===== src/rtl/timer_pkg.sv =====
// Shared definitions for the interval timer: state encoding and the
// prescaler width helper.
package timer_pkg;

  typedef enum logic {
    IDLE = 1'b0,
    RUN  = 1'b1
  } state_t;

  // Prescaler counter width; a single bit is kept as a floor so a
  // degenerate PRESCALE still elaborates.
  function automatic int presc_width(input int prescale);
    return (prescale > 1) ? $clog2(prescale) : 1;
  endfunction

endpackage


===== src/rtl/tick_gen.sv =====
// Prescaler: counts 0..PRESCALE-1 while enabled and flags the last count
// as a time-unit tick.
module tick_gen
  import timer_pkg::*;
#(
  parameter int PRESCALE = 50
) (
  input  logic clk,
  input  logic rst,
  input  logic en,
  input  logic clr,
  output logic tick
);

  localparam int W = presc_width(PRESCALE);
  localparam logic [W-1:0] LAST = W'(PRESCALE - 1);

  logic [W-1:0] count_reg;
  logic [W-1:0] count_next;

  assign tick = en && (count_reg == LAST);

  always_comb begin
    count_next = count_reg;
    if (clr) begin
      count_next = '0;
    end else if (en) begin
      count_next = (count_reg == LAST) ? '0 : count_reg + W'(1);
    end
  end

  always_ff @(posedge clk or posedge rst) begin
    if (rst) begin
      count_reg <= '0;
    end else begin
      count_reg <= count_next;
    end
  end

endmodule


===== src/rtl/interval_timer.sv =====
// Programmable interval timer: one-shot or periodic, with pause, abort and
// restart, producing a registered single-cycle done strobe.
module interval_timer
  import timer_pkg::*;
#(
  parameter int PRESCALE = 50,
  parameter int COUNT_W  = 8
) (
  input  logic               clk,
  input  logic               rst,
  input  logic               active,
  input  logic               start,
  input  logic               abort,
  input  logic [COUNT_W-1:0] load_value,
  input  logic               periodic,
  output logic               busy,
  output logic               done,
  output logic [COUNT_W-1:0] elapsed
);

  state_t             state_reg, state_next;
  logic [COUNT_W-1:0] term_reg, term_next;
  logic               mode_reg, mode_next;
  logic [COUNT_W-1:0] elapsed_reg, elapsed_next;
  logic               done_reg, done_next;
  logic               tick;
  logic               presc_en;
  logic               presc_clr;

  // The prescaler restarts from zero on any start/abort and stays cleared in IDLE.
  assign presc_en  = (state_reg == RUN) && active;
  assign presc_clr = abort || start || (state_reg == IDLE);

  tick_gen #(
    .PRESCALE(PRESCALE)
  ) u_tick_gen (
    .clk (clk),
    .rst (rst),
    .en  (presc_en),
    .clr (presc_clr),
    .tick(tick)
  );

  always_comb begin
    state_next   = state_reg;
    term_next    = term_reg;
    mode_next    = mode_reg;
    elapsed_next = elapsed_reg;
    done_next    = 1'b0;
    if (abort) begin
      state_next   = IDLE;
      elapsed_next = '0;
    end else if (start) begin
      elapsed_next = '0;
      if (load_value != '0) begin
        term_next  = load_value;
        mode_next  = periodic;
        state_next = RUN;
      end else begin
        // A zero load is ignored in IDLE and acts as an abort in RUN.
        state_next = IDLE;
      end
    end else if ((state_reg == RUN) && tick) begin
      if (elapsed_reg == term_reg - COUNT_W'(1)) begin
        done_next    = 1'b1;
        elapsed_next = '0;
        if (!mode_reg) begin
          state_next = IDLE;
        end
      end else begin
        elapsed_next = elapsed_reg + COUNT_W'(1);
      end
    end
  end

  always_ff @(posedge clk or posedge rst) begin
    if (rst) begin
      state_reg   <= IDLE;
      term_reg    <= '0;
      mode_reg    <= 1'b0;
      elapsed_reg <= '0;
      done_reg    <= 1'b0;
    end else begin
      state_reg   <= state_next;
      term_reg    <= term_next;
      mode_reg    <= mode_next;
      elapsed_reg <= elapsed_next;
      done_reg    <= done_next;
    end
  end

  assign busy    = (state_reg == RUN);
  assign done    = done_reg;
  assign elapsed = elapsed_reg;

endmodule


===== config.mk =====
export PLATFORM = sky130hd
export DESIGN_NAME = interval_timer
export DESIGN_NICKNAME = d
export VERILOG_FILES = /design/src/rtl/timer_pkg.sv /design/src/rtl/tick_gen.sv /design/src/rtl/interval_timer.sv
export SDC_FILE = /design/constraint.sdc
export NUM_CORES = 1
export LEC_CHECK = 0
export CORE_MARGIN = 5
export CORE_UTILIZATION = 30
export DETAILED_ROUTE_END_ITERATION = 6
export HOLD_SLACK_MARGIN = 0.05
export SLEW_MARGIN = 20
export SYNTH_ARGS = -nofsm -noshare
export SYNTH_HDL_FRONTEND = slang
export SYNTH_SLANG_ARGS = --single-unit

===== constraint.sdc =====
create_clock -name clk -period 5.6 [get_ports clk]
set_input_delay 1.12 -clock clk [delete_from_list [all_inputs] [get_ports clk]]
set_output_delay 1.12 -clock clk [all_outputs]
set_load 0.05 [all_outputs]

==> flow_summary.ini, run 1 <==
[sta]
setup_slack_ns = 2.78
slew_violations = 0
hold_ws_ns = 0.531
final.min_clock_period_ns = 2.82
grt_setup_unrepaired = no
period_share_pct = 50.4
hold_viol_final = 0
tns_ns = 0
fin_skew_ns = 0.00439
relSlewSlack_pct = 37.3
tightest_slew_ns = 0.940
setup_viol = 0
fmax_ghz = 0.354

[critical_path]
crit_top_cell = nand4_1
slowest_delay_ns = 0.67
cpMaxStageDelayCell = clkdlybuf4s50_1
cp-end-kind = flip-flop
critPathMaxFanout = 11
crit_type = in -> reg
rrSetupSlack_ns = 3.23
worst_ep_arrival_time_ns = 2.97
cpLargestDelayFamily = buffers and inverters
critical_path.cell_chain = clkdlybuf4s50_1, nand4_1, a21oi_1, nand4_1, xor2_1, nor2_1
cp-start-kind = primary input
critPathBufInv = 1
cp.required_ns = 5.75

[global_route]
grt_pass1_vias = 1162
grt_max_degree = 26
grt_pass1_wl_microns = 5450
overflow = 0
grt_antenna_before_repair = 0
grt_usage_pct = 10.7

[die]
rows = 25
die_h_microns = 79.0
ios = 24
fp.dieArea_sq_um = 6230
chipWidth_microns = 79.0
core_area_sq_um = 4660
initial_core_util_pct = 30.6

[logic_synthesis]
synth-simple-area-share_pct = 22.6
synth_cell_types = 37
synth_cells = 149
synth_xor_area_share_pct = 9.82
synth_top_cell_by_area = dfrtp_1
synth-seq-cells = 25
synthMuxAreaShare_pct = 6.23
synth_top_family_by_area = simple AND/OR/NAND/NOR gates
synth-main-ff-cell = dfrtp_1
yosysTopAreaCellShare_pct = 43.9
postSynthAreaPerCell_sq_um = 9.57
async_flop_share_pct = 100
synth_compound_area_share_pct = 11.3
syn-num-nets = 167
ys_seq_area_share_pct = 43.9
synth_area_sq_um = 1430
yosysWarnings = 0
netlist_top_cells_area = dfrtp_1, mux2_2, xnor2_1
synth_common_cells = dfrtp_1, nand2_1, nor2_1
synth_edf_count = 0
yosysMostFrequentCell = dfrtp_1
synth_fa_ha_area_share_pct = 3.51

[power_and_ir_drop]
comb_power_share_pct = 17.4
peakVddDrop_uv = 80.5
switching_power_mw = 0.104
seq_power_share_pct = 53.2
switching_share_pct = 27.2
p_leak_nw = 0.681
pwr-share-clk_pct = 29.4
powerDensity_nw_per_um2 = 217
p_int_mw = 0.277

[cells_and_area]
diodes = 0
area_growth_pct = 23.2
fillers = 477
final_util_pct = 37.7
fin_area_sq_um = 1760
drive_gt1_share_pct = 8.67
nNetsFinal = 192
seq_area_sq_um = 626
multi_input_area_sq_um = 763

[detailed_routing]
viasPerCell = 5.12
met1_length_microns = 1390
route.vias.total = 1163
highest_layer = met4
drc = 0
firstDrtPassIters = 4
first_iter_violations = 72
antenna_left = 0
routed-wl-met3_microns = 100
routed_wl_microns = 3040
dr_wl_met2_microns = 1520
wire_per_inst_microns = 13.4

[job]
drv_cap = 0

[clock_tree]
h-tree-depth = 1
cts.sinks = 25
clockRootBuffer = clkbuf_8
ctsHoldBuffers = 0
clk_pin_slew_ns = 0.09
numCtsBuffers = 3
clockBufferDepth = 2
ctsResizeCount = 0
tritoncts = built
postCtsSetupBuffers = 0
clk-insertion-delay-late_ns = 0.27

[placement]
gp_congestion = 0.770
place_hpwl_microns = 2340
placed_area_sq_um = 1710
pre_cts_slack_ns = 2.52
io_buffers = 23

[worst_hold_path]
hp-class = reg -> reg

[run_status]
status = finished clean
==> final timing paths <==
path / to / cells after the start / startpoint
worst max-delay path: elapsed[6] / 6 / active
worst min-delay path: mode_reg / 1 / mode_reg
worst max register to register: elapsed[6] / 8 / u_tick_gen.count_reg[1]
worst min register to register: mode_reg / 1 / mode_reg
max in group asynchronous: elapsed[3] / 2 / rst
min in group asynchronous: term_reg[4] / 2 / rst
==> layout make-up <==
type / instances / share of cell area, %
multi-input combinational: 114 / 43.4
tap: 54 / 3.84
sequential: 25 / 35.6
inverter: 7 / 1.49
timing repair buffer: 23 / 13.1
clock buffer: 4 / 2.56
==> power groups by stage <==
| stage | registers, mW | logic (mW) | clock network, mW |
|---|---|---|---|
| finish | 0.203 | 0.0665 | 0.112 |
| global route | 0.205 | 0.0741 | 0.119 |
| CTS | 0.203 | 0.0678 | 0.113 |
| detailed placement | 0.206 | 0.0675 | 0 |
| global placement | 0.206 | 0.0668 | 0 |
| floorplan | 0.205 | 0.0471 | 0 |
==> cells in the final DEF (no fill, tap or decap), types with 2 or more instances in the layout <==
master           count
dfrtp_1             25
clkdlybuf4s50_1     23
mux2_2               7
a21oi_1              8
nand4_1              6
xor2_1               8
o21ai_0              7
clkbuf_8             3
inv_1                6
nand2_1             13
nand2b_1             2
nor3_1               7
nand3_1              4
xnor2_1              8
nor3b_1              2
nor2_1              13
and2_1               3
nor4_1               3
ha_1                 4
==> per-stage QoR <==
stage	instances	power (mW)
global placement	223	0.273
CTS	227	0.384
detailed placement	223	0.274
floorplan	149	0.252
global route	227	0.398
finish	227	0.381
==> kinds of logic after synthesis <==
family,Yosys count
AOI/OAI and AO/OA,24
xor gates and xnor gates,16
adders and majority gates,4
buffers and inverters,10
DFF,25
muxes,8
and+or+nand+nor,62
==> routing by layer <==
layer	track usage, %	up-vias
li1	-	576
met5	0	-
met2	18.7	11
met4	2.58	0
met1	13.8	572
met3	2.04	4
(Power assumes the default switching activity.)
==> run 2, diff against run 1 <==
- clock period: 5.6 -> 2.5 ns (I/O delays scaled with it)
==> flow_summary.ini, run 2 (synthesis results as in run 1) <==
[sta]
slew_violations = 0
final.min_clock_period_ns = 2.27
tightest_slew_ns = 0.918
fmax_ghz = 0.441
fin_skew_ns = 0.00665
relSlewSlack_pct = 38.8
tns_ns = 0
grt_setup_unrepaired = no
period_share_pct = 90.6
setup_viol = 0
hold_viol_final = 0

[cells_and_area]
fillers = 470
seq_area_sq_um = 626
drive_gt1_share_pct = 10.2
fin_area_sq_um = 1780
diodes = 0
area_growth_pct = 24.8
multi_input_area_sq_um = 763
final_common_cell = dfrtp_1
nNetsFinal = 195
mostFrequentLayoutCells = dfrtp_1, clkdlybuf4s50_1, nor2_1, nand2_1

[critical_path]
cp.required_ns = 2.69
crit_type = reg -> reg
cpLargestDelayFamily = simple AND/OR/NAND/NOR gates
critPathMaxFanout = 7
worst_ep_arrival_time_ns = 2.46
slowest_delay_ns = 0.58
critPathBufInv = 0
cpMaxStageDelayCell = or4_4
cp-end-kind = flip-flop
critical_path.cell_chain = or4_4, o211ai_2, a2bb2oi_2, a211oi_1, or4_1, a31oi_1
cp-start-kind = flip-flop

[power_and_ir_drop]
peakVddDrop_uv = 287
powerDensity_nw_per_um2 = 477
p_leak_nw = 0.698

[detailed_routing]
first_iter_violations = 52
routed_wl_microns = 3140
antenna_left = 0
firstDrtPassIters = 4
route.vias.total = 1159
wire_per_inst_microns = 13.6
drc = 0
viasPerCell = 5.04

[clock_tree]
ctsHoldBuffers = 0
postCtsSetupBuffers = 0
cts.sinks = 25
clockBufferDepth = 2
clockRootBuffer = clkbuf_8
clk_pin_slew_ns = 0.09
clk-insertion-delay-late_ns = 0.27
tritoncts = built
numCtsBuffers = 3
h-tree-depth = 1

[global_route]
grt_usage_pct = 10.9
overflow = 0
grt_pass1_wl_microns = 5390
grt_max_degree = 26
grt_pass1_vias = 1138
grt_antenna_before_repair = 0

[die]
initial_core_util_pct = 30.6
core_area_sq_um = 4660
ios = 24
rows = 25
chipWidth_microns = 79.0
die_h_microns = 79.0
fp.dieArea_sq_um = 6230

[placement]
place_hpwl_microns = 2380
gp_congestion = 0.827
placed_area_sq_um = 1740
io_buffers = 23

[job]
drv_cap = 0

[worst_hold_path]
hp-class = reg -> reg

[run_status]
status = finished clean
## run 2: cell types whose count changed in the layout (fill, tap and decap cells not counted)
cell,delta
clkinv_1,-1
o21ai_1,+1
o21ai_0,-1
inv_1,+1
buf_4,+3
## run 2: worst paths after layout
path	cells past startpoint	start	end	slack (ns)
max reg2reg	6	term_reg[2]	elapsed[3]	0.23
max	6	term_reg[2]	elapsed[3]	0.23
min reg2reg	1	mode_reg	mode_reg	0.52
min in group asynchronous	3	rst	u_tick_gen.count_reg[4]	0.58
max in group asynchronous	3	rst	term_reg[5]	1.67
min	1	mode_reg	mode_reg	0.52
## run 2: metal layers
| metal | GRT usage (%) | vias up | wire (microns) | share of wire [%] |
|---|---|---|---|---|
| met4 | 3.09 | 0 | 34 | 1.1 |
| met2 | 19.3 | 15 | 1570 | 50 |
| li1 | - | 578 | - | - |
| met5 | 0 | - | 0 | 0 |
| met3 | 2.38 | 4 | 96 | 3.1 |
| met1 | 13.3 | 562 | 1440 | 46 |
## run 2: where the power goes
group / internal, mW / switching [mW] / leakage (nW) / total [mW]
sequential: 0.427 / 0.0290 / 0.329 / 0.456
clock: 0.114 / 0.127 / 0.0228 / 0.241
combinational: 0.0827 / 0.0696 / 0.346 / 0.152
## run 2: cell type report
class,count,area share [%]
clock buffers,4,2.53
inverters,7,1.48
multi-input cells,114,42.9
flip-flops and latches,25,35.1
well taps,54,3.79
repair buffers,26,14.2
## run 2: repair_timing
action	4_1_cts	5_1_grt
gates resized for setup	0	1
endpoints found under the setup margin	0	4
endpoints found under the hold margin	0	0
## run 2: metrics by stage
step / setup WS (ns) / total power [mW] / util (%) / hold slack [ns] / cells
finish: 0.234 / 0.849 / 38.2 / 0.517 / 230
global route: 0.130 / 0.896 / 38.2 / 0.559 / 230
CTS: 0.125 / 0.863 / 38.2 / 0.523 / 230
detailed placement: 0.142 / 0.617 / 37.2 / 0.502 / 226
global placement: 0.143 / 0.616 / 37.2 / 0.504 / 226
floorplan: 0.387 / 0.564 / - / 0.482 / 149
